### src/rtl/sar_search.sv
// ---------------------------------------------------------------------------
// sar_search
// Successive-approximation search engine. It drives the B operand of an
// external magnitude comparator whose A operand holds an unknown target.
// It recovers the target one bit per cycle, MSB first, from the comparator
// flags.
//
// Ports:
//   clk    - system clock, all state updates on the rising edge
//   rst    - synchronous active-high reset, overrides everything
//   start  - request a new search (sampled only in IDLE)
//   agb    - comparator flag: target >  probe
//   aeb    - comparator flag: target == probe
//   alb    - comparator flag: target <  probe
//   probe  - registered trial value driven to comparator B (0 when idle)
//   busy   - high while probing
//   done   - one-cycle pulse when a search finishes
//   result - recovered target, held until the next start
//   found  - an exact match (aeb) was seen during the search
//   err    - the search was ended by an illegal flag combination
//   steps  - number of probes issued by the last search
// ---------------------------------------------------------------------------
module sar_search #(
   parameter int WIDTH = 4
) (
   input  logic             clk,
   input  logic             rst,
   input  logic             start,
   input  logic             agb,
   input  logic             aeb,
   input  logic             alb,
   output logic [WIDTH-1:0] probe,
   output logic             busy,
   output logic             done,
   output logic [WIDTH-1:0] result,
   output logic             found,
   output logic             err,
   output logic [2:0]       steps
);

   localparam logic [WIDTH-1:0] MSB = {1'b1, {(WIDTH-1){1'b0}}};

   typedef enum logic [1:0] {
      IDLE  = 2'd0,
      PROBE = 2'd1,
      DONE  = 2'd2
   } state_t;

   state_t           state;
   logic [WIDTH-1:0] mask;       // bit currently under trial
   logic [WIDTH-1:0] kept;       // bits already decided to be 1
   logic [WIDTH-1:0] kept_upd;   // kept bits after this cycle's decision
   logic [WIDTH-1:0] mask_nxt;
   logic             flags_ok;   // exactly one comparator flag is high

   always_comb begin
      flags_ok = 1'b0;
      case ({agb, aeb, alb})
         3'b100, 3'b010, 3'b001: flags_ok = 1'b1;
         default:                flags_ok = 1'b0;
      endcase
      // target > probe means the trial bit belongs in the answer
      kept_upd = agb ? (kept | mask) : (kept & ~mask);
      mask_nxt = mask >> 1;
   end

   always_ff @(posedge clk) begin
      if (rst) begin
         state  <= IDLE;
         probe  <= '0;
         mask   <= '0;
         kept   <= '0;
         result <= '0;
         steps  <= '0;
         busy   <= 1'b0;
         done   <= 1'b0;
         found  <= 1'b0;
         err    <= 1'b0;
      end else begin
         case (state)
            IDLE: begin
               done  <= 1'b0;
               probe <= '0;
               if (start) begin
                  state <= PROBE;
                  probe <= MSB;
                  mask  <= MSB;
                  kept  <= '0;
                  steps <= 3'd1;
                  found <= 1'b0;
                  err   <= 1'b0;
                  busy  <= 1'b1;
               end
            end

            PROBE: begin
               if (!flags_ok || aeb || mask[0]) begin
                  // Search ends this cycle; the reason decides the result.
                  state <= DONE;
                  busy  <= 1'b0;
                  done  <= 1'b1;
                  probe <= '0;
                  if (!flags_ok) begin
                     err    <= 1'b1;
                     result <= kept;
                  end else if (aeb) begin
                     found  <= 1'b1;
                     result <= probe;
                  end else begin
                     result <= kept_upd;
                  end
               end else begin
                  mask  <= mask_nxt;
                  kept  <= kept_upd;
                  probe <= kept_upd | mask_nxt;
                  steps <= steps + 3'd1;
               end
            end

            DONE: begin
               done  <= 1'b0;
               state <= IDLE;
            end

            default: begin
               state <= IDLE;
               busy  <= 1'b0;
               done  <= 1'b0;
               probe <= '0;
            end
         endcase
      end
   end

endmodule
### config.mk
export PLATFORM = sky130hd
export DESIGN_NAME = sar_search
export DESIGN_NICKNAME = d
export VERILOG_FILES = /design/src/rtl/sar_search.sv
export SDC_FILE = /design/constraint.sdc
export NUM_CORES = 1
export LEC_CHECK = 0
export ABC_CLOCK_PERIOD_IN_PS = 3700
export BUFFER_PORTS_ARGS = -buffer_cell sky130_fd_sc_hd__buf_2
export CORE_MARGIN = 10
export CORE_UTILIZATION = 54
export CTS_CLUSTER_DIAMETER = 100
export DETAILED_ROUTE_END_ITERATION = 12
export PLACE_DENSITY = 0.76
export RECOVER_POWER = 50
export SETUP_SLACK_MARGIN = 0.1
export SLEW_MARGIN = 20
export SYNTH_ARGS = -nofsm -noshare
export SYNTH_HDL_FRONTEND = slang
export SYNTH_SLANG_ARGS = --single-unit
### constraint.sdc
create_clock -name clk -period 3.7 [get_ports clk]
set_clock_uncertainty 0.05 [all_clocks]
set_input_delay 0.555 -clock clk [delete_from_list [all_inputs] [get_ports clk]]
set_output_delay 0.555 -clock clk [all_outputs]
set_load 0.005 [all_outputs]
---- Word-level counts from Yosys, hierarchy flattened ----
Cells that the tools add are included.
cells by class
  add/sub/neg operators ................... 1
  reduce and logical (&&, ||, !) cells .... 13
  muxes and demuxes ....................... 30
  equality and inequality tests ........... 11
  bitwise gates (word level) .............. 6
operators with widths
  operator                                             number
  two-way mux 4 bit                                    9
  one-hot mux 4 bit (2 select lines)                   2
  != test 2 bit, second input constant                 6
  one-hot mux 4 bit (3 select lines)                   1
  two-way mux 1 bit                                    9
  two-way mux 3 bit                                    2
  one-hot mux 3 bit (2 select lines)                   1
  AND reduction 3 bit                                  2
  AND reduction 5 bit                                  1
  AND 4 bit                                            1
  two-way mux 2 bit                                    2
  NOT 4 bit                                            1
  OR 4 x 3 -> 4 bit                                    1
  OR 4 bit                                             1
  one-hot mux 1 bit (2 select lines)                   2
  one-hot mux 2 bit (2 select lines)                   1
  AND reduction 2 bit                                  2
  AND reduction 4 bit                                  1
  adder 3 x 1 -> 3 bit, second input constant          1
  equality test 3 x 1 -> 1 bit, second input constant  1
  equality test 3 x 2 -> 1 bit, second input constant  1
  equality test 3 bit, second input constant           1
  one-hot mux 1 bit (3 select lines)                   1
  OR reduction 3 bit                                   1
  other kinds (8)                                      10
word-level totals
  output and inout port bits .............. 15
  register bits after elaboration ......... 25
  input port bits ......................... 6

---- Longest topological paths before layout ----
  depth in word-level cells ............... 8
  mapped depth ............................ 5

---- Worst setup path before layout ----
No wires, ideal clock.
  kind .................................... input port to flip-flop
  from .................................... input agb
  to ...................................... register kept[2]
  required time ........................... 3.592 ns
  buffers on the path ..................... 2
  setup slack ............................. 2.000 ns
  stages on the path ...................... 5
  arrival ................................. 1.593 ns
  path through ............................ buf_2 -> clkbuf_1 -> nand2_1 -> a2111oi_2 -> a31o_2
on the way
  cells in the longest elaborated chain, start to end .. 8
  elaborated cells between the ends (all ways) .. 13
ends and longest elaborated chain
  what                                               RTL line  source
  start, declared                                    29        input logic agb,
  equality test 3 bit, or another cell as far along  58        case ({agb, aeb, alb})
  OR reduction 3 bit                                 58
  two-way mux 1 bit                                  58
  zero test 1 bit                                    n/a
  logical OR 1 bit (2 in a row)                      97        if (!flags_ok || aeb || mask[0]) begin
  != test 2 bit (no source line)                     n/a
  AND reduction 3 bit (no source line)               n/a
  end signal, assigned                               114       kept <= kept_upd;
  end, declared                                      51        logic [WIDTH-1:0] kept;
Several ways; a longest one is shown, not always the timed one. The select of a mux whose other input is x is not followed.
A chain may end at the register's enable or synchronous reset.

---- Worst setup path in the final report ----
  from .................................... input aeb
  to ...................................... register result[0]
on the way
  cells in the longest elaborated chain, start to end .. 7
  elaborated cells between the ends (all ways) .. 11
ends and longest elaborated chain
  what                                               RTL line  source
  start, declared                                    30        input logic aeb,
  equality test 3 bit, or another cell as far along  58
  OR reduction 3 bit                                 58
  two-way mux 1 bit                                  58
  zero test 1 bit                                    n/a
  logical OR 1 bit (2 in a row)                      97
  AND reduction 2 bit (no source line)               n/a
  end signal, assigned                               105       result <= kept;
  end signal, assigned                               108       result <= probe;
  end signal, assigned                               110       result <= kept_upd;
  end, declared                                      35        output logic [WIDTH-1:0] result,
Several ways; a longest one is shown, not always the timed one.

==> metrics <==
vias in the first global route=1223; part of the power in registers=58.2%; post-synthesis cell area=0.00139 mm2; Setup Total Neg Slack=0 ns; final hold vios=0; row cnt=18; port bufs=20; Commonest cells post-synth=25 x dfxtp_1, 10 x a21oi_1, 8 x nand2_1; layout cells sized above 1=12.2%; switching part of the total=29.2%; Initial Utilization=56.3%; GRT Total Usage=13.1%; status=finished clean; VDD IR max=282 uV; Clock power frac=24.5%; Residual DRC=0; Highest Clock Rate=512 MHz; vias per std cell=6.49; Startpoint Class=input pin; initial antenna violation count=0; Combinational Power Share=17.3%; dominant cell type by area after synthesis=dfxtp_1; Clk Latency, worst-skew pair=0.32 ns; CP Max Fanout=21; DIE WIDTH=70.8 um; share of the synthesized area in the top cell type=35.9%; post-CTS setup repair buffer count=0; Sw Pwr=0.146 mW; CTS buffer count=3; clk sinks=25; sequential share of the synthesized area=35.9%; Crit Path Class=in2reg; clock buffer depth=2; Post-DP HPWL=2400 um; Mean Syn Cell Area=9.05 um2; core area=0.00248 mm2; CTS Root Buffer Type=clkbuf_4; vias after detailed routing=1259; PwrDens=339 mW/mm2; CP Data Arrival Time=2.11 ns; ant diodes=0; Post-Route WL=3370 um; post_cts resized=0; Slew Limit Fails=0; largest net degree at the start of global routing=22; Syn Nets=161; Die H=70.8 um; worst min-delay path class=reg2reg; first-pass GRT wire length=5630 um; # H-tree levels=1; Synth Warn #=0; WL/cell=17.4 um; Internal=0.354 mW; WP data required=3.85 ns; DR iter-0 viols=151; dominant synthesized flop cell=dfxtp_1; Synth area leaders=dfxtp_1 36%, a21oi_1 3.6%, nor4bb_1 2.9%; Slew @ Worst Pin=0.905 ns; CTS clk-pin slew, worst paths=0.14 ns; Leakage=0.498 nW; Tmin final=1.95 ns; Tot Pwr=0.500 mW; IO Pins=21; Final #Nets=172; final worst slack=1.75 ns; Cells after Synth=154; maxcap violations=0; hold_buf cts=0; Distinct cells, synth=53; ratio of final minimum period to clock period=52.8%; total gr overflow=0; ANT nets after route=0; Slew HR=39.7%; # setup viols final=0; CTS tree=done; asr flop ratio synth=0%; CP endpoint kind=register; worst hold path depth=1; Post-synth EDFFs=0; unrepaired setup endpoints after global routing=false; DR pass1 iterations=6; Die Area=0.00501 mm2; cell with the most instances after synthesis=dfxtp_1; area grow syn2layout=5.66%; R2R depth=3; gpl congestion=0.816; Yosys reg bits=25; worst slack, placed=1.59 ns
==> worst max-delay path, cell delays in order <==
cell       delay, ns
clkbuf_1        0.66
nor4bb_1        0.40
a311oi_1        0.08
a2111oi_0       0.40
==> through the flow <==
step | std cells | hold WS [ns] | cell area [um2] | util [%]
2_1_floorplan | 154 | 0.411 | 1390 | -
3_3_place_gp | 190 | 0.394 | 1460 | 59.0
3_5_place_dp | 190 | 0.397 | 1460 | 59.0
4_1_cts | 194 | 0.431 | 1490 | 60.1
5_1_grt | 194 | 0.440 | 1470 | 59.4
6_report | 194 | 0.428 | 1470 | 59.4
==> worst paths after layout <==
| path | slack (ns) | from | endpoint |
|---|---|---|---|
| min | 0.43 | done | done |
| min reg2reg | 0.43 | done | done |
| max | 1.75 | aeb | result[0] |
| max reg2reg | 2.01 | mask[0] | kept[2] |
==> metal layers <==
metal  vias up  GRT usage, %  routed length (um)
met5         -             0                   0
met4         0          3.23                   2
met3         2          2.51                 267
met2        42          23.7                1670
met1       607          15.4                1430
li1        608             -                   -
==> layout make-up <==
class / instances / area, um2
clock buffers: 3 / 22.5
clock inverters: 1 / 5.00
fillers: 244 / 1000
inverters: 5 / 18.8
multi-input cells: 108 / 790
flip-flops and latches: 25 / 500
well taps: 30 / 37.5
repair buffers: 22 / 98.8
==> registers in the layout, summed over array words and instances (netlist names) <==
signal and count:
mask 4, probe 4, busy 1, result 4
err 1, steps 3, kept 4, done 1
found 1, state 2
==> power groups by stage <==
stage / Sequential, mW / Clock, mW / Combinational [mW]
CTS: 0.291 / 0.129 / 0.0874
global route: 0.293 / 0.134 / 0.0953
global placement: 0.296 / 0 / 0.0853
detailed placement: 0.297 / 0 / 0.0869
finish: 0.291 / 0.122 / 0.0865
floorplan: 0.293 / 0 / 0.0672
==> cell usage in the layout, fill, tap and decap left out, types with 2 or more instances in the layout <==
cell	synthesis	layout
nand3b_1	4	4
o211ai_1	3	3
o21ai_0	4	4
dfxtp_1	25	25
a2111oi_2	2	2
a21oi_1	10	10
clkbuf_1	6	12
and2_1	4	4
clkbuf_4	0	3
buf_2	5	7
nand2_1	8	8
a222oi_1	3	3
nor2_1	6	6
nor2b_1	6	6
nand3_1	5	5
a31o_2	2	2
mux2i_1	3	3
nor4_1	3	3
nor4bb_1	4	4
inv_1	5	5
a311oi_1	4	4
a2111oi_0	3	3
nand2b_1	5	5
buf_4	1	2
xor2_1	2	2
==> logic make-up (layout without fill, tap and decap cells) <==
group | count (synthesis) | in the layout | share of synthesized area [%]
adder cells (fa/ha/maj) | 1 | 1 | 0.898
AO/OA/AOI/OAI | 45 | 45 | 25.4
AND/OR/NAND/NOR | 56 | 56 | 26.3
XOR/XNOR | 3 | 3 | 1.89
buffers and inverters | 21 | 31 | 7.45
flip-flops | 25 | 25 | 35.9
multiplexers | 3 | 3 | 2.15
Note: power is estimated with default switching activity, not from simulation.
